File: src/rtl/imem_loader_pkg.sv
// Shared types and constants for the boot-time instruction-memory loader.
package imem_loader_pkg;

  localparam int BYTES_PER_WORD = 4;
  localparam int WORD_W         = 32;

  typedef enum logic [2:0] {
    ST_IDLE,
    ST_COLLECT,
    ST_WRITE,
    ST_VRD,
    ST_VCMP,
    ST_CHECK,
    ST_RUN,
    ST_ERROR
  } loader_state_e;

endpackage

File: src/rtl/imem_loader_byte_packer.sv
// Little-endian 8->32 packer: byte k of a word lands in bits [8k+7:8k].
module byte_packer
  import imem_loader_pkg::*;
(
  input  logic              clk,
  input  logic              arst_n,
  input  logic              clr,
  input  logic              in_valid,
  input  logic              in_ready,
  input  logic [7:0]        in_data,
  output logic [WORD_W-1:0] word,
  output logic              word_valid
);

  logic [1:0]        cnt_q, cnt_d;
  logic [WORD_W-1:0] sreg_q, sreg_d;
  logic              take;

  always_comb begin
    take   = in_valid && in_ready;
    cnt_d  = cnt_q;
    sreg_d = sreg_q;
    if (clr) begin
      cnt_d  = '0;
      sreg_d = '0;
    end else if (take) begin
      cnt_d  = cnt_q + 2'd1;
      sreg_d = {in_data, sreg_q[WORD_W-1:8]};
    end
  end

  always_ff @(posedge clk or negedge arst_n) begin
    if (!arst_n) begin
      cnt_q  <= '0;
      sreg_q <= '0;
    end else begin
      cnt_q  <= cnt_d;
      sreg_q <= sreg_d;
    end
  end

  // word_valid flags the edge that accepts the last byte; word is complete the cycle after.
  assign word       = sreg_q;
  assign word_valid = take && (cnt_q == 2'(BYTES_PER_WORD - 1));

endmodule

File: src/rtl/imem_loader.sv
// Boot loader: streams bytes into instruction memory, reads the image back,
// and releases the CPU only if the XOR checksum of the readback matches.
module imem_loader
  import imem_loader_pkg::*;
#(
  parameter int ADDR_W = 9
) (
  input  logic              clk,
  input  logic              arst_n,
  input  logic              start,
  input  logic [ADDR_W:0]   num_words,
  input  logic              in_valid,
  input  logic [7:0]        in_data,
  output logic              in_ready,
  output logic [63:0]       addr_ext,
  output logic              wen_ext,
  output logic              ren_ext,
  output logic [WORD_W-1:0] wdata_ext,
  input  logic [WORD_W-1:0] rdata_ext,
  output logic              cpu_enable,
  output logic              busy,
  output logic              error,
  output logic [ADDR_W:0]   words_loaded
);

  localparam logic [ADDR_W:0] MAX_WORDS = {1'b1, {ADDR_W{1'b0}}};
  localparam logic [ADDR_W:0] ONE       = {{ADDR_W{1'b0}}, 1'b1};

  loader_state_e     state_q, state_d;
  logic [ADDR_W:0]   num_q, num_d;
  logic [ADDR_W:0]   word_cnt_q, word_cnt_d;
  logic [ADDR_W:0]   rd_idx_q, rd_idx_d;
  logic [WORD_W-1:0] wsum_q, wsum_d;
  logic [WORD_W-1:0] rsum_q, rsum_d;
  logic [ADDR_W:0]   word_cnt_inc, rd_idx_inc;
  logic [WORD_W-1:0] word;
  logic              word_valid;
  logic              idle_like, start_acc, start_ok;

  assign idle_like    = (state_q == ST_IDLE) || (state_q == ST_RUN) || (state_q == ST_ERROR);
  assign start_acc    = start && idle_like;
  assign start_ok     = (num_words != '0) && (num_words <= MAX_WORDS);
  assign word_cnt_inc = word_cnt_q + ONE;
  assign rd_idx_inc   = rd_idx_q + ONE;

  byte_packer u_packer (
    .clk        (clk),
    .arst_n     (arst_n),
    .clr        (start_acc),
    .in_valid   (in_valid),
    .in_ready   (in_ready),
    .in_data    (in_data),
    .word       (word),
    .word_valid (word_valid)
  );

  always_ff @(posedge clk or negedge arst_n) begin
    if (!arst_n) begin
      state_q    <= ST_IDLE;
      num_q      <= '0;
      word_cnt_q <= '0;
      rd_idx_q   <= '0;
      wsum_q     <= '0;
      rsum_q     <= '0;
    end else begin
      state_q    <= state_d;
      num_q      <= num_d;
      word_cnt_q <= word_cnt_d;
      rd_idx_q   <= rd_idx_d;
      wsum_q     <= wsum_d;
      rsum_q     <= rsum_d;
    end
  end

  always_comb begin
    state_d = state_q;
    case (state_q)
      ST_IDLE, ST_RUN, ST_ERROR: if (start) state_d = start_ok ? ST_COLLECT : ST_ERROR;
      ST_COLLECT: if (word_valid) state_d = ST_WRITE;
      ST_WRITE:   state_d = (word_cnt_inc == num_q) ? ST_VRD : ST_COLLECT;
      ST_VRD:     state_d = ST_VCMP;
      ST_VCMP:    state_d = (rd_idx_inc == num_q) ? ST_CHECK : ST_VRD;
      ST_CHECK:   state_d = (rsum_q == wsum_q) ? ST_RUN : ST_ERROR;
      default:    state_d = ST_IDLE;
    endcase
  end

  // Counters and checksums; an accepted start (even a rejected size) clears them.
  always_comb begin
    num_d      = num_q;
    word_cnt_d = word_cnt_q;
    rd_idx_d   = rd_idx_q;
    wsum_d     = wsum_q;
    rsum_d     = rsum_q;
    if (start_acc) begin
      num_d      = num_words;
      word_cnt_d = '0;
      rd_idx_d   = '0;
      wsum_d     = '0;
      rsum_d     = '0;
    end else begin
      case (state_q)
        ST_WRITE: begin
          wsum_d     = wsum_q ^ word;
          word_cnt_d = word_cnt_inc;
          rd_idx_d   = '0;
        end
        ST_VCMP: begin
          rsum_d   = rsum_q ^ rdata_ext;
          rd_idx_d = rd_idx_inc;
        end
        default: ;
      endcase
    end
  end

  always_comb begin
    in_ready   = (state_q == ST_COLLECT);
    wen_ext    = (state_q == ST_WRITE);
    ren_ext    = (state_q == ST_VRD);
    cpu_enable = (state_q == ST_RUN);
    error      = (state_q == ST_ERROR);
    busy       = !idle_like;
    addr_ext   = '0;
    wdata_ext  = '0;
    if (state_q == ST_WRITE) begin
      addr_ext  = {{(62 - ADDR_W){1'b0}}, word_cnt_q[ADDR_W-1:0], 2'b00};
      wdata_ext = word;
    end else if (state_q == ST_VRD) begin
      addr_ext = {{(62 - ADDR_W){1'b0}}, rd_idx_q[ADDR_W-1:0], 2'b00};
    end
  end

  assign words_loaded = word_cnt_q;

endmodule

File: config.mk
export PLATFORM = sky130hd
export DESIGN_NAME = imem_loader
export DESIGN_NICKNAME = d
export VERILOG_FILES = /design/src/rtl/imem_loader_pkg.sv /design/src/rtl/imem_loader_byte_packer.sv /design/src/rtl/imem_loader.sv
export SDC_FILE = /design/constraint.sdc
export NUM_CORES = 1
export LEC_CHECK = 0
export BUFFER_PORTS_ARGS = -buffer_cell sky130_fd_sc_hd__clkbuf_2
export CORE_MARGIN = 2
export CORE_UTILIZATION = 50
export CTS_CLUSTER_SIZE = 20
export DETAILED_ROUTE_END_ITERATION = 6
export PLACE_DENSITY = 0.79
export SYNTH_ARGS = -nofsm -noshare
export SYNTH_HDL_FRONTEND = slang
export SYNTH_SLANG_ARGS = --single-unit
File: constraint.sdc
create_clock -name clk -period 2.65 [get_ports clk]
set_input_delay 0.265 -clock clk [delete_from_list [all_inputs] [get_ports clk]]
set_output_delay 0.265 -clock clk [all_outputs]
set_load 0.02 [all_outputs]
==> impl_results.md, run 1 <==
- TritonCTS clock tree: done
- EDFF count, synth: 0
- Clk slew on worst S/H paths: about 0.060 ns
- Final Core Density: 0.595
- Synth top area share: 0.459
- DRT Pass-1 Iters: 5
- Antenna Violating Nets Remaining: 0
- Top post-synthesis cells by area: dfrtp_1 46%, xor2_1 8.5%, nand2_1 6.5%, xnor2_1 6.5%, buf_4 5.8%
- Vias in the first global route: about 5.3k
- M1 GR Usage: 0.334
- Gr usage total: 0.235
- Cell count along the critical path: 5
- Minimum clock period: about 2.5 ns
- First-pass GRT wire length: 27.2 mm
- Max Transition Viols Final: 0
- HPWL Detailed: around 12 mm
- Wire length per cell: around 16 um
- Fin cells: between 1k and 1.5k
- Met3 usage: 0.0521
- Count of state elements after synthesis: about 130
- Worst hold-check path type: in2reg
- Clock sink count: roughly 130
- Crit start category: flip-flop
- CTS root buf: clkbuf_16
- RePlAce Congestion: roughly 0.9
- Fraction of registers with async set/reset: 1.00
- Buffers on Ports: 110
- WP data arrival: about 2.2 ns
- Rows: between 40 and 50
- Routed WL: around 17 mm
- P_leak: ~4.2 nW
- Initial antenna violation count: 0
- Core footprint: roughly 14000 sq um
- Starting Density: 0.513
- CTS max path bufs: 2
- Worst EP required: 2.38 ns
- Setup Buffers After CTS: 0
- Yosys cell types: 54
- R2R depth: 7
- Routed via count: between 5k and 6k
- Maximum resistive drop on vdd: ~0.81 mV
- Yosys top cell by area: dfrtp_1
- TNS Setup: 0 ns
- Vias/cell: about 5.3
- Crit path kind: reg2out
- Status: complete, no violations
- Synth Warn #: 0
- Final cycle utilization of the critical path: 0.931
- Crit-path cells: buf_4, nand2_1, clkinvlp_4, a22o_2, clkbuf_2
- Fmax achieved: around 0.41 GHz
- Cells after Synth: between 700 and 800
- Placed cell area: 7640 sq um
- Primary FF master, synth: dfrtp_1
- Worst setup EP type: output pin
- Final setup fails: 0
- Worst Hold Depth: 3
- Critical Path Fanout Max: 25
- H-tree levels: 4
- Max_cap viols: 0
- P per Cell Area: just over 900 nW/um^2
- TritonCTS Buffers: 17
- Die span in y: 124 um
- Synthesized cell area: roughly 7000 sq um
- Drc violations: 0
- Pin count of the biggest net entering global routing: just under 100
- Least-Margin Pin Slew: roughly 0.72 ns
- Grt peak-use layer: met2
- Syn avg cell area: approximately 9.2 sq um
- Max-slew headroom: 0.517
- Congestion Overflow GR: 0
- Seq/Total Area, Yosys: 0.459
- Drt initial violations: about 570
- Design area: ~8300 sq um
- Total Power: roughly 7.7 mW
- Filler instances: around 1.2k
- Die area: 15300 sq um
- Worst path max stage delay: about 0.40 ns
- Ant diodes: 0
- CP Buf/Inv Count: 3
- Final net count: slightly above 900
- I/O Pins: between 150 and 200
- RSZ-0062 raised after global routing: false
- Die width: about 120 um
- Layout Skew: a little over 0.007 ns
- Final-report hold violation count: 0
- Layout Area Growth over Synthesis: 15.9%
- Met2 GRT Util: 0.354
- Clock Latency Late Sink: about 0.42 ns
- Cell at the slowest stage of the critical path: dfrtp_1
- Inst Count DP: 1034
- Top delay family on crit path: buffers and inverters
- Fraction of layout cells with a size suffix above 1: 0.194
==> report_power, final <==
part,total [mW],internal (mW),switching (mW)
sequential,2.90,2.43,0.476
combinational,2.31,0.891,1.42
clock,2.49,1.58,0.907
total,7.70,4.90,2.80
==> synth_stat cells, types with 3 or more instances <==
cell,instances
nand3_1,15
nor2_1,90
o21ai_0,29
and2_1,3
buf_4,55
a21oi_1,40
buf_6,3
xnor2_1,53
o31ai_1,9
a31oi_1,5
nor3_1,7
ha_1,3
and3_1,38
buf_2,9
buf_1,4
nor4_1,8
dfrtp_1,131
xor2_1,69
nand2_1,124
a22o_1,8
nand4_1,3
clkbuf_1,32
mux2_2,9
==> area by class of cell <==
class / instances / area, sq um / area share
Multi-Input combinational cell: 597 / 3450 / 0.416
Inverter: 3 / 15.0 / 0.00181
Clock buffer: 17 / 425 / 0.0514
Timing Repair Buffer: 124 / 686 / 0.0828
Tap cell: 180 / 225 / 0.0272
Clock inverter: 15 / 206 / 0.0249
Sequential cell: 131 / 3280 / 0.396
==> tightest hold or removal path: cells and delay by family <==
| kind | cells | cell delay, ns |
|---|---|---|
| buf+inv | 1 | 0.08 |
| compound gates | 1 | 0.05 |
| simple gates | 1 | 0.05 |
==> path summary, 6_finish.rpt <==
path / from / endpoint / slack [ns]
worst max-delay path: state_q[1] / addr_ext[4] / 0.18
max in group asynchronous: arst_n / rsum_q[15] / 1.53
min in group asynchronous: arst_n / num_q[2] / 0.41
worst min register to register: rd_idx_q[9] / rd_idx_q[9] / 0.50
worst min-delay path: in_data[6] / u_packer.word[30] / 0.06
worst max register to register: rd_idx_q[0] / state_q[1] / 0.47
==> flip-flops by register name (all words and copies together) (netlist names) <==
signal / cells
rsum_q: 32
u_packer.word: 32
wsum_q: 32
num_q: 10
rd_idx_q: 10
words_loaded: 10
state_q: 3
u_packer.cnt_q: 2
==> logic make-up after synthesis <==
group,count (synthesis),synth area share
buffers and inverters,106,0.0893
xor gates and xnor gates,123,0.152
AOI/OAI and AO/OA,109,0.0949
DFF,131,0.459
muxes,9,0.0142
other,1,0.000525
adders and majority gates,3,0.00525
and+or+nand+nor,298,0.186
==> placed cells by master (no fill, tap or decap), types with 3 or more instances in the layout <==
cell	netlist	routed
clkinvlp_4	0	6
bufinv_16	0	4
inv_6	0	3
ha_1	3	3
nand4_1	3	3
mux2_2	9	9
clkbuf_16	0	17
conb_1	1	55
a31oi_1	5	5
nor2_1	90	89
xor2_1	69	69
nand3_1	15	15
and2_1	3	3
o31ai_1	9	9
o21ai_0	29	29
xnor2_1	53	53
nor3_1	7	7
a22o_1	8	8
a21oi_1	40	40
and3_1	38	38
clkbuf_2	0	109
nor4_1	8	8
dfrtp_1	131	131
nand2_1	124	124
buf_4	55	12
==> metrics by stage <==
step,hold slack (ns),setup slack (ns)
after global routing,0.0680,0.0712
after CTS,0.0474,0.120
final,0.0598,0.184
after detailed placement,0.309,0.499
after global placement,0.305,0.530
after floorplan,-0.0306,0.650
==> metal layers <==
metal	part of all wire	vias to the layer above
li1	-	2660
met1	0.46	2765
met2	0.46	207
met3	0.060	30
met4	0.020	0
met5	0	-
==> timing repair <==
item                                    CTS  global route
endpoints found under the setup margin    0             9
resized for setup                         0             1
endpoints found under the hold margin    42             0
hold buffers                              1             0
Power figures use the tool's default switching activity.
==> run 2, diff against run 1 <==
BUFFER_PORTS_ARGS = -buffer_cell sky130_fd_sc_hd__buf_2   (was -buffer_cell sky130_fd_sc_hd__clkbuf_2)
CTS_CLUSTER_SIZE = 40   (was 20)
SKIP_LAST_GASP = 1   (was not set)
==> impl_results.md, run 2 (synthesized netlist as in run 1, its figures left out) <==
- Most common cell after layout, fill and taps aside: dfrtp_1
- Worst r2r dst: state_q[1]
- Status: complete, no violations
- Wire length per cell: 15.9 um (-2.0%)
- Fraction of layout cells with a size suffix above 1: 0.193 (-0.00113)
- First-pass GRT wire length: 27.2 mm (-0.15%)
- TritonCTS Buffers: 17 (unchanged)
- Reg-to-reg startpoint: rd_idx_q[0]
- H-tree levels: 4 (unchanged)
- Cts hold-fix bufs: 1 (unchanged)
- Crit-path cells: buf_4, nand2_1, clkinv_1, a22o_2, buf_2
- Filler instances: 1190 (-0.084%)
- Max_cap viols: 0 (unchanged)
- Clock sink count: 131 (unchanged)
- Multi-input gate area: 3450 sq um (unchanged)
- Least-Margin Pin Slew: 0.728 ns (+0.00666 ns)
- Final setup fails: 0 (unchanged)
- Max-slew headroom: 0.515 (-0.00266)
- Routed WL: 17.0 mm (-1.9%)
- Fmax achieved: 0.408 GHz (+0.71%)
- Core footprint: 13900 sq um (unchanged)
- Min-delay src: in_data[6]
- Starting Density: 0.513 (unchanged)
- P_leak: 4.20 nW (+0.95%)
- Worst EP required: 2.38 ns (about the same)
- Crit start category: flip-flop
- Worst setup EP type: output pin
- Die area: 15300 sq um (unchanged)
- Congestion Overflow GR: 0 (unchanged)
- Max Transition Viols Final: 0 (unchanged)
- Pin count of the biggest net entering global routing: 92 (-7.1%)
- CTS max path bufs: 2 (unchanged)
- RePlAce Congestion: 0.911 (+3.1%)
- Antenna Violating Nets Remaining: 0 (unchanged)
- WP data arrival: 2.18 ns (-0.02 ns)
- Initial antenna violation count: 0 (unchanged)
- Die span in y: 124 um (unchanged)
- CTS root buf: clkbuf_16
- Maximum resistive drop on vdd: 0.624 mV (-23%)
- Layout Skew: 0.00569 ns (-0.00147 ns)
- HPWL Detailed: 12.0 mm (-1.0%)
- Total Power: 7.56 mW (-1.8%)
- CP Buf/Inv Count: 3 (unchanged)
- Crit path kind: reg2out
- TNS Setup: 0 ns (unchanged)
- Clk slew on worst S/H paths: 0.06 ns (about the same)
- Commonest non-fill, non-tap cells in the layout: 131 x dfrtp_1, 124 x nand2_1, 109 x buf_2, 89 x nor2_1, 69 x xor2_1
- Setup Buffers After CTS: 0 (unchanged)
- Buffers on Ports: 110 (unchanged)
- Cell at the slowest stage of the critical path: clkinv_1
- Critical Path Fanout Max: 29 (+16%)
- Rows: 43 (unchanged)
- Worst setup margin: 0.201 ns (+0.0173 ns)
- Minimum clock period: 2.45 ns (-0.0173 ns)
- Routed via count: 5561 (-1.8%)
- Layout Area Growth over Synthesis: 15.5%
- Worst hold-check path type: in2reg
- I/O Pins: 166 (unchanged)
- DRT Pass-1 Iters: 5 (unchanged)
- Vias/cell: 5.21 (-1.9%)
- R2R depth: 7 (unchanged)
- Drt initial violations: 460 (-19%)
- Worst Hold Depth: 3 (unchanged)
- Worst path max stage delay: 0.41 ns (about the same)
- Clock Latency Late Sink: 0.42 ns (about the same)
- Final cycle utilization of the critical path: 0.924 (-0.00654)
- Drc violations: 0 (unchanged)
- Gr usage total: 0.234 (about the same)
- TritonCTS clock tree: done
- Die width: 124 um (unchanged)
- FF-to-FF setup slack: 0.47 ns (about the same)
- Top delay family on crit path: buffers and inverters
- Final net count: 931 (unchanged)
- Final-report hold violation count: 0 (unchanged)
- RSZ-0062 raised after global routing: false
- Hold endpoint: u_packer.word[30]
- Post_cts resized: 0 (unchanged)
- DP Worst Slack: 0.502 ns (+0.00284 ns)
- P per Cell Area: 916 nW/um^2 (-1.5%)
- Register area: 3280 sq um (unchanged)
- Vias in the first global route: 5192 (-1.6%)
run 2: cell count changes in the layout (fill, tap and decap cells not counted), moves of 2 or more:
cell / previous run / this run
buf_2: 0 / 109
clkbuf_2: 109 / 0
clkinvlp_4: 6 / 3
bufinv_16: 4 / 2
clkinv_2: 1 / 3
run 2: power breakdown:
group / internal (mW) / total [mW] / switching, mW
combinational: 0.899 / 2.32 / 1.42
sequential: 2.43 / 2.90 / 0.469
clock: 1.42 / 2.34 / 0.921
total: 4.75 / 7.56 / 2.81
run 2: how the worst max path moves through the flow:
stage,start,endpoint,slack (ns),cells after the start
global placement,rd_idx_q[0],state_q[1],0.53,7
finish,state_q[1],addr_ext[4],0.20,5
floorplan,words_loaded[0],state_q[1],0.65,7
CTS,state_q[1],addr_ext[4],0.23,5
detailed placement,rd_idx_q[0],state_q[1],0.50,7
global route,state_q[1],addr_ext[4],0.07,5
run 2: worst register-to-register path, stage by stage, from the launching register on:
cell and delay, ns:
dfrtp_1 0.45, ha_1 0.28, and4_1 0.32, and3_1 0.18
o2111ai_1 0.12, a2111oi_2 0.25, a31oi_1 0.18, a211o_1 0.29
run 2: layout make-up:
cell class,instances,share of cell area
multi-input cells,597,0.418
flip-flops and latches,131,0.397
repair buffers,124,0.0846
clock buffers,18,0.0532
well taps,180,0.0273
clock inverters,14,0.0185
inverters,3,0.00136
diodes,1,0.000303
run 2: through the flow:
stage / cell area, sq um / hold slack [ns] / instances / utilization
global placement: 7650 / 0.375 / 1034 / 0.549
global route: 8250 / 0.0785 / 1067 / 0.592
detailed placement: 7650 / 0.372 / 1034 / 0.549
floorplan: 7350 / -0.0306 / 834 / -
finish: 8260 / 0.0759 / 1068 / 0.592
CTS: 8250 / 0.0656 / 1067 / 0.592
run 2: layer usage:
| metal | up-vias | GRT usage | wire length, um |
|---|---|---|---|
| li1 | 2666 | - | - |
| met1 | 2669 | 0.339 | 7840 |
| met2 | 203 | 0.353 | 7870 |
| met3 | 23 | 0.0424 | 951 |
| met4 | 0 | 0.0859 | 318 |
| met5 | - | 0 | 0 |
==> run 3, diff against run 2 <==
HOLD_SLACK_MARGIN = 0.05   (was not set)
REMOVE_ABC_BUFFERS = 1   (was not set)
==> impl_results.md, run 3 (synthesized netlist as in run 1, its figures left out) <==
- Clk slew on worst S/H paths: 0.05 ns (about the same)
- Final-report hold violation count: 0 (unchanged)
- Routed via count: 5525 (-0.65%)
- Crit path kind: reg2out
- Max_cap viols: 0 (unchanged)
- Final net count: 931 (unchanged)
- Fin Hold WS: 0.0788 ns (+0.00295 ns)
- Gr usage total: 0.219 (-0.0155)
- Fraction of layout cells with a size suffix above 1: 0.190 (-0.00317)
- Initial antenna violation count: 0 (unchanged)
- Vias/cell: 5.18 (-0.46%)
- Antenna Violating Nets Remaining: 0 (unchanged)
- TritonCTS Buffers: 17 (unchanged)
- Minimum clock period: 2.53 ns (+0.0810 ns)
- H-tree levels: 4 (unchanged)
- Die span in y: 124 um (unchanged)
- Die width: 124 um (unchanged)
- Final cycle utilization of the critical path: 0.955 (+0.0306)
- Fmax achieved: 0.395 GHz (-3.2%)
- Rows: 43 (unchanged)
- Most common cell after layout, fill and taps aside: dfrtp_1
- Worst hold-check path type: in2reg
- Max-slew headroom: 0.594 (+0.0797)
- Wire length per cell: 15.1 um (-5.1%)
- Clock sink count: 131 (unchanged)
- First-pass GRT wire length: 25.6 mm (-5.9%)
- Buffers on Ports: 110 (unchanged)
- Core footprint: 13900 sq um (unchanged)
- CTS max path bufs: 2 (unchanged)
- Layout Skew: 0.00604 ns (+0.000350 ns)
- Max Transition Viols Final: 0 (unchanged)
- Worst setup EP type: output pin
- Drt initial violations: 418 (-9.1%)
- Critical Path Fanout Max: 16 (-45%)
- HPWL Detailed: 10.9 mm (-9.5%)
- Final setup fails: 0 (unchanged)
- Ant diodes: 0 (-1)
- RePlAce Congestion: 0.850 (-6.7%)
- P per Cell Area: 914 nW/um^2 (-0.19%)
- Crit start category: flip-flop
- DRT Pass-1 Iters: 5 (unchanged)
- Worst Hold Depth: 3 (unchanged)
- Layout Area Growth over Synthesis: 15.5% (about the same)
- Worst EP required: 2.38 ns (about the same)
- Congestion Overflow GR: 0 (unchanged)
- Die area: 15300 sq um (unchanged)
- WP data arrival: 2.26 ns (+0.08 ns)
- Drc violations: 0 (unchanged)
- Starting Density: 0.513 (unchanged)
- RSZ-0062 raised after global routing: false
- P_leak: 4.19 nW (-0.16%)
- Least-Margin Pin Slew: 0.609 ns (-0.119 ns)
- Setup Buffers After CTS: 0 (unchanged)
- Routed WL: 16.1 mm (-5.3%)
- Pin count of the biggest net entering global routing: 99 (+7.6%)
- Clock Latency Late Sink: 0.42 ns (about the same)
- Commonest non-fill, non-tap cells in the layout: 131 x dfrtp_1, 124 x nand2_1, 109 x buf_2, 88 x nor2_1, 69 x xor2_1
- CTS root buf: clkbuf_16
- I/O Pins: 166 (unchanged)
- TritonCTS clock tree: done
- Maximum resistive drop on vdd: 0.590 mV (-5.5%)
- Vias in the first global route: 5065 (-2.4%)
- Final Core Density: 0.592 (about the same)
- Status: complete, no violations
- R2R depth: 7 (unchanged)
run 3: cell type report:
type                       instances  area, sq um
clock buffer                      23          468
clock inverter                     8          128
fill                            1185         5680
inverter                           3         15.0
multi-input combinational        597         3450
sequential                       131         3280
tap                              180          225
timing repair buffer             124          689
run 3: through the flow:
stage          std cells  setup WS [ns]  total power, mW  area, sq um  TNS (ns)
4_1_cts             1066         0.0123             7.57         8250         0
6_report            1066          0.120             7.55         8250         0
5_1_grt             1066        0.00201             7.97         8250         0
3_3_place_gp        1034          0.517             5.12         7640         0
2_1_floorplan        731          -2.96             4.40         6720   -282.37
3_5_place_dp        1034          0.413             5.18         7640         0
run 3: metal layers:
metal  up-vias  routed length, um  global-route usage
li1       2654                  -                   -
met1      2634               7110               0.306
met2       196               7560               0.327
met3        41                911              0.0470
met4         0                512              0.0987
met5         -                  0                   0
run 3: critical path: stages, from the launching register on:
cell	delay [ns]
dfrtp_1	0.59
nor2_2	0.07
nand2_1	0.33
clkinvlp_4	0.40
a22o_2	0.30
buf_2	0.15
run 3: worst paths after layout:
kind | start | endpoint | slack (ns)
worst min register to register | rd_idx_q[9] | rd_idx_q[9] | 0.51
min in group asynchronous | arst_n | num_q[4] | 0.42
worst max-delay path | state_q[2] | addr_ext[4] | 0.12
worst max register to register | rd_idx_q[0] | state_q[1] | 0.46
worst min-delay path | in_data[1] | u_packer.word[25] | 0.08
max in group asynchronous | arst_n | rsum_q[19] | 1.52
run 3: repair_timing:
action                                  CTS  global route
resized for setup                         0             1
endpoints found under the setup margin    0             9
hold endpoints to repair                 63             0
hold buffers                              1             0
run 3: where the power goes:
group	switching, mW	internal [mW]	total [mW]
Sequential	0.449	2.43	2.88
Combinational	1.40	0.897	2.30
Clock	0.848	1.52	2.37
